<file path="config.mk">
export PLATFORM = sky130hd
export DESIGN_NAME = tdm_demux
export DESIGN_NICKNAME = d
export VERILOG_FILES = /design/src/rtl/tdm_demux_pkg.sv /design/src/rtl/tdm_slot_counter.sv /design/src/rtl/tdm_demux.sv
export SDC_FILE = /design/constraint.sdc
export NUM_CORES = 1
export LEC_CHECK = 0
export ABC_AREA = 0
export ABC_CLOCK_PERIOD_IN_PS = 1800
export BUFFER_PORTS_ARGS = -buffer_cell sky130_fd_sc_hd__buf_2
export CAP_MARGIN = 0
export CORE_ASPECT_RATIO = 1.25
export CORE_MARGIN = 5
export CORE_UTILIZATION = 54
export DETAILED_ROUTE_END_ITERATION = 8
export GPL_ROUTABILITY_DRIVEN = 0
export PLACE_DENSITY = 0.83
export SETUP_SLACK_MARGIN = 0.3
export SYNTH_ARGS = -nofsm -noshare
export SYNTH_HDL_FRONTEND = slang
export SYNTH_SLANG_ARGS = --single-unit
</file>
<file path="constraint.sdc">
create_clock -name CLK -period 1.8 [get_ports CLK]
set_input_delay 0.09 -clock CLK [delete_from_list [all_inputs] [get_ports CLK]]
set_output_delay 0.09 -clock CLK [all_outputs]
set_load 0.05 [all_outputs]
</file>
<file path="src/rtl/tdm_demux_pkg.sv">
// Shared definitions for the TDM receive demultiplexer: FSM state encoding
// and the slot-index width helper.
package tdm_demux_pkg;

  typedef enum logic {
    HUNT = 1'b0,
    LOCK = 1'b1
  } state_t;

  // Bits needed to hold a slot index 0..n-1, never less than one.
  function automatic int slot_w(input int n);
    int w;
    w = 1;
    while ((1 << w) < n) w++;
    return w;
  endfunction

endpackage

</file>
<file path="src/rtl/tdm_slot_counter.sv">
// Modulo-NCH slot counter with load-to-1, clear and increment controls.
// Clear wins over load, load wins over increment.
module tdm_slot_counter
  import tdm_demux_pkg::*;
#(
  parameter  int NCH    = 4,
  localparam int SLOT_W = slot_w(NCH)
) (
  input  logic              clk,
  input  logic              rst_n,
  input  logic              load1,
  input  logic              clr,
  input  logic              inc,
  output logic [SLOT_W-1:0] slot,
  output logic              last
);

  localparam logic [SLOT_W-1:0] LAST_SLOT = SLOT_W'(NCH - 1);
  localparam logic [SLOT_W-1:0] ONE       = SLOT_W'(1);

  assign last = (slot == LAST_SLOT);

  always_ff @(posedge clk or negedge rst_n) begin
    if (!rst_n) begin
      slot <= '0;
    end else if (clr) begin
      slot <= '0;
    end else if (load1) begin
      slot <= ONE;
    end else if (inc) begin
      slot <= last ? '0 : slot + ONE;
    end
  end

endmodule

</file>
<file path="src/rtl/tdm_demux.sv">
// TDM receive demultiplexer: locks onto FSYNC frame alignment, collects one
// word per slot and presents each complete frame on a parallel bus.
module tdm_demux
  import tdm_demux_pkg::*;
#(
  parameter  int NCH    = 4,
  parameter  int W      = 8,
  localparam int SLOT_W = slot_w(NCH)
) (
  input  logic                CLK,
  input  logic                RST_N,
  input  logic [W-1:0]        DIN,
  input  logic                DIN_VLD,
  input  logic                FSYNC,
  output logic [NCH*W-1:0]    DOUT,
  output logic                DOUT_VLD,
  output logic                LOCKED,
  output logic                SYNC_ERR,
  output logic [SLOT_W-1:0]   SLOT
);

  state_t                 state;
  state_t                 state_nxt;
  logic [SLOT_W-1:0]      slot;
  logic                   last_slot;

  logic                   cnt_load1;
  logic                   cnt_clr;
  logic                   cnt_inc;
  logic                   store_slot0;
  logic                   store_mid;
  logic                   capture;
  logic                   err;

  logic [(NCH-1)*W-1:0]   shadow_p0;
  logic [NCH*W-1:0]       dout_p1;
  logic                   dout_vld_p1;
  logic                   sync_err_p1;

  tdm_slot_counter #(
    .NCH (NCH)
  ) u_slot_counter (
    .clk   (CLK),
    .rst_n (RST_N),
    .load1 (cnt_load1),
    .clr   (cnt_clr),
    .inc   (cnt_inc),
    .slot  (slot),
    .last  (last_slot)
  );

  always_ff @(posedge CLK or negedge RST_N) begin
    if (!RST_N) begin
      state <= HUNT;
    end else begin
      state <= state_nxt;
    end
  end

  always_comb begin
    state_nxt = state;
    if (DIN_VLD) begin
      unique case (state)
        HUNT:    if (FSYNC) state_nxt = LOCK;
        LOCK:    if (!FSYNC && (slot == '0)) state_nxt = HUNT;
        default: state_nxt = HUNT;
      endcase
    end
  end

  // An FSYNC in LOCK always restarts the frame at slot 0; it is only an
  // error when it interrupts a partially collected frame.
  always_comb begin
    cnt_load1   = 1'b0;
    cnt_clr     = 1'b0;
    cnt_inc     = 1'b0;
    store_slot0 = 1'b0;
    store_mid   = 1'b0;
    capture     = 1'b0;
    err         = 1'b0;
    if (DIN_VLD) begin
      unique case (state)
        HUNT: begin
          if (FSYNC) begin
            store_slot0 = 1'b1;
            cnt_load1   = 1'b1;
          end
        end
        LOCK: begin
          if (FSYNC) begin
            store_slot0 = 1'b1;
            cnt_load1   = 1'b1;
            err         = (slot != '0);
          end else if (slot == '0) begin
            err     = 1'b1;
            cnt_clr = 1'b1;
          end else if (last_slot) begin
            capture = 1'b1;
            cnt_inc = 1'b1;
          end else begin
            store_mid = 1'b1;
            cnt_inc   = 1'b1;
          end
        end
        default: ;
      endcase
    end
  end

  // Stage p0 -> p1: shadow collects slots 0..NCH-2, the final word completes
  // the frame so DOUT only ever changes as a whole.
  always_ff @(posedge CLK or negedge RST_N) begin
    if (!RST_N) begin
      shadow_p0   <= '0;
      dout_p1     <= '0;
      dout_vld_p1 <= 1'b0;
      sync_err_p1 <= 1'b0;
    end else begin
      dout_vld_p1 <= capture;
      sync_err_p1 <= err;
      if (store_slot0) shadow_p0[0 +: W] <= DIN;
      for (int k = 1; k < NCH - 1; k++) begin
        if (store_mid && (slot == SLOT_W'(k))) shadow_p0[k*W +: W] <= DIN;
      end
      if (capture) dout_p1 <= {DIN, shadow_p0};
    end
  end

  assign DOUT     = dout_p1;
  assign DOUT_VLD = dout_vld_p1;
  assign SYNC_ERR = sync_err_p1;
  assign LOCKED   = (state == LOCK);
  assign SLOT     = slot;

endmodule

</file>
==> results.md <==
- Later-pin clock latency in the skew report: 0.33 ns
- CP Capture Type: flop
- Largest net degree at the start of global routing: 38
- Boundary Pins: 49
- Die H: 86.7 microns
- Critical Path RT: 2.02 ns
- Critical Path, Cell by Cell: inv_2 -> ha_4 -> nor2b_4 -> nand3_4 -> mux2_2
- H-tree depth: 3
- Count leader, synth: dfrtp_1
- Post-Synthesis Cells: 151
- CTS tree: done
- Hold WC Path Type: in2reg
- Gates resized, CTS repair: 0
- Endpoints failing hold: 0
- Yosys top cell by area: dfrtp_1
- Commonest cells in the netlist: 61 x dfrtp_1, 29 x mux2_4, 27 x mux2_2
- Worst reg-to-reg path cell count: 5
- Post-layout util: 0.676
- Worst Skew: 0.00663 ns
- Die Area: 6180 sq um
- Setup TNS: 0 ns
- FMAX: 0.666 GHz
- Unrepaired setup endpoints after global routing: true
- Routed length per instance: 16.1 microns
- WL final: 4490 microns
- Die Width: 71.3 microns
- Layout cells sized above 1: 0.616
- Remaining DRCs: 0
- Clk sinks: 61
- Vias: 1428
- Post-layout minimum cycle time: 1.50 ns
- Post-route cell area: 3150 sq um
- Buf/Inv on CP: 1
- Synth Flop Type: dfrtp_1
- Post-synth top area share: 0.601
- Hold path endpoint: DOUT[29]
- PortBufs: 48
- Ys async rst share: 1.00
- Worst VDD drop: 0.00146 V
- Clock Tree Buf Depth: 2
- Max_slew headroom: 0.600
- Synthesized Nets: 170
- GRT Residual Overflow: 0
- EDFF count, synth: 0
- Initial antenna violation count: 0
- Floorplan Core Area: 4660 sq um
- Num rows: 28
- Worst path max stage delay: 0.40 ns
- Global-route wire length before repair: 7310 microns
- CP startpoint kind: flop
- Reg2reg setup slack: 0.30 ns
- Sequential-to-total area share from yosys stat: 0.601
- Slowest stage cell, crit path: dfrtp_2
- Yosys reg bits: 61
- Initial Util: 0.545
- Ys Warns: 0
- Cell Pwr Density: 2040 nW/um^2
- Worst-Margin Slew: 0.600 ns
- Worst path arrival time: 1.72 ns
- Hold Path Origin: DIN[5]
- Hold depth: 2
- Dominant cells by area after synthesis: dfrtp_1 60%, mux2_4 17%, mux2_2 12%
- Worst setup margin: 0.298 ns
- GRT Util Overall: 0.156
- Status: finished, final reports clean
- Clock transition at path regs: 0.07 ns
- Reg2Reg Capture Point: shadow_p0[10]
- Highest net fanout along the worst path: 8
- Syn_area_per_cell: 16.8 sq um
- Max-Cap Viols: 0
- Placed cell area: 2900 sq um
- Clock Tree Root: clkbuf_8
- Post-DP HPWL: 2980 microns
- FF-to-FF Start: u_slot_counter.slot[0]
- Netlist Area Pre-Place: 2540 sq um
- DR vias/cell: 5.12
- Endpoints failing setup: 0
- Area Overhead vs Synth: 24.1%
- CTS Buf Count: 9
- Post-DRT Antenna Nets: 0
- Leak: 1.67 nW
- Number of global-route vias before repair: 1523
- Nets@finish: 233
- Initial DRC count: 48
- Antenna diode count: 0
- Critical path type: reg2reg
- Final Max Slew Viols: 0
- Dpl ws: 0.264 ns
- Crit share post-route: 0.834
- Post-synth cell types: 20
- Initial DRT Pass Iterations: 4
- Worst path top cell family by delay: flip-flops
## registers in the layout, indices dropped and copies added, names as in the netlist
register,count
u_slot_counter.slot,2
shadow_p0,24
DOUT_VLD,1
LOCKED,1
SYNC_ERR,1
DOUT,32
## what timing repair did
action / 4_1_cts / 5_1_grt
endpoints found under the hold margin: 24 / 0
pin swaps: 2 / 2
cloned: 0 / 1
hold buffers: 1 / 0
setup endpoints to repair: 19 / 19
setup buffers: 3 / 0
## cell type report
class / count / area, sq um
multi-input cells: 81 / 987
well taps: 60 / 75.1
inverters: 5 / 18.8
clock inverters: 4 / 47.5
flip-flops and latches: 61 / 1530
fillers: 325 / 1510
repair buffers: 56 / 345
clock buffers: 12 / 145
## per-stage QoR
| step | hold WS [ns] | instances | total power, mW |
|---|---|---|---|
| 6_report | 0.0327 | 279 | 6.43 |
| 5_1_grt | 0.0307 | 279 | 6.74 |
| 4_1_cts | 0.0209 | 278 | 6.48 |
| 3_5_place_dp | 0.127 | 258 | 5.23 |
| 3_3_place_gp | 0.122 | 258 | 5.16 |
| 2_1_floorplan | -0.206 | 151 | 4.58 |
## routing by layer
metal | part of all wire | track usage | routed length (microns)
met5 | 0 | 0 | 0
met4 | 0.019 | 0.0718 | 84
met3 | 0.044 | 0.0452 | 197
met2 | 0.52 | 0.260 | 2340
met1 | 0.42 | 0.187 | 1870
## worst max-delay path by stage
stage,from,end,slack (ns),cells past startpoint
finish,u_slot_counter.slot[0],shadow_p0[10],0.30,5
global route,u_slot_counter.slot[0],shadow_p0[22],0.24,5
CTS,u_slot_counter.slot[0],shadow_p0[9],0.30,5
detailed placement,u_slot_counter.slot[0],shadow_p0[18],0.26,5
global placement,u_slot_counter.slot[0],DOUT[11],0.31,4
floorplan,u_slot_counter.slot[0],shadow_p0[10],0.18,5
## layout by cell type, fill, tap and decap left out
master	instances
dfrtp_1	58
buf_2	48
mux2_4	29
mux2_2	27
clkbuf_8	10
ha_1	6
buf_4	4
dfrtp_2	3
inv_1	3
nand3_4	3
inv_2	2
nand2_1	2
nor2_1	2
o21ai_0	2
a21oi_1	2
clkinv_2	2
clkbuf_1	2
buf_12	2
and3_1	1
and2_1	1
a32oi_1	1
o221ai_1	1
nor2b_4	1
nand4b_1	1
a21boi_0	1
ha_4	1
clkinvlp_4	1
bufinv_16	1
clkbuf_16	1
dlygate4sd3_1	1
## logic make-up (layout without fill, tap and decap cells)
group           after synthesis  in the layout  share of synthesized area
flops                        61             61                      0.601
compound gates                7              7                     0.0177
buf+inv                       9             77                     0.0237
fa+ha+maj                     7              7                     0.0345
mux                          56             56                      0.291
simple gates                 11             11                     0.0316
## report_power, final
group	internal, mW	switching, mW
combinational	1.10	1.92
sequential	1.93	0.299
clock	0.673	0.509
total	3.70	2.73
Note: power is estimated with default switching activity, not from simulation.
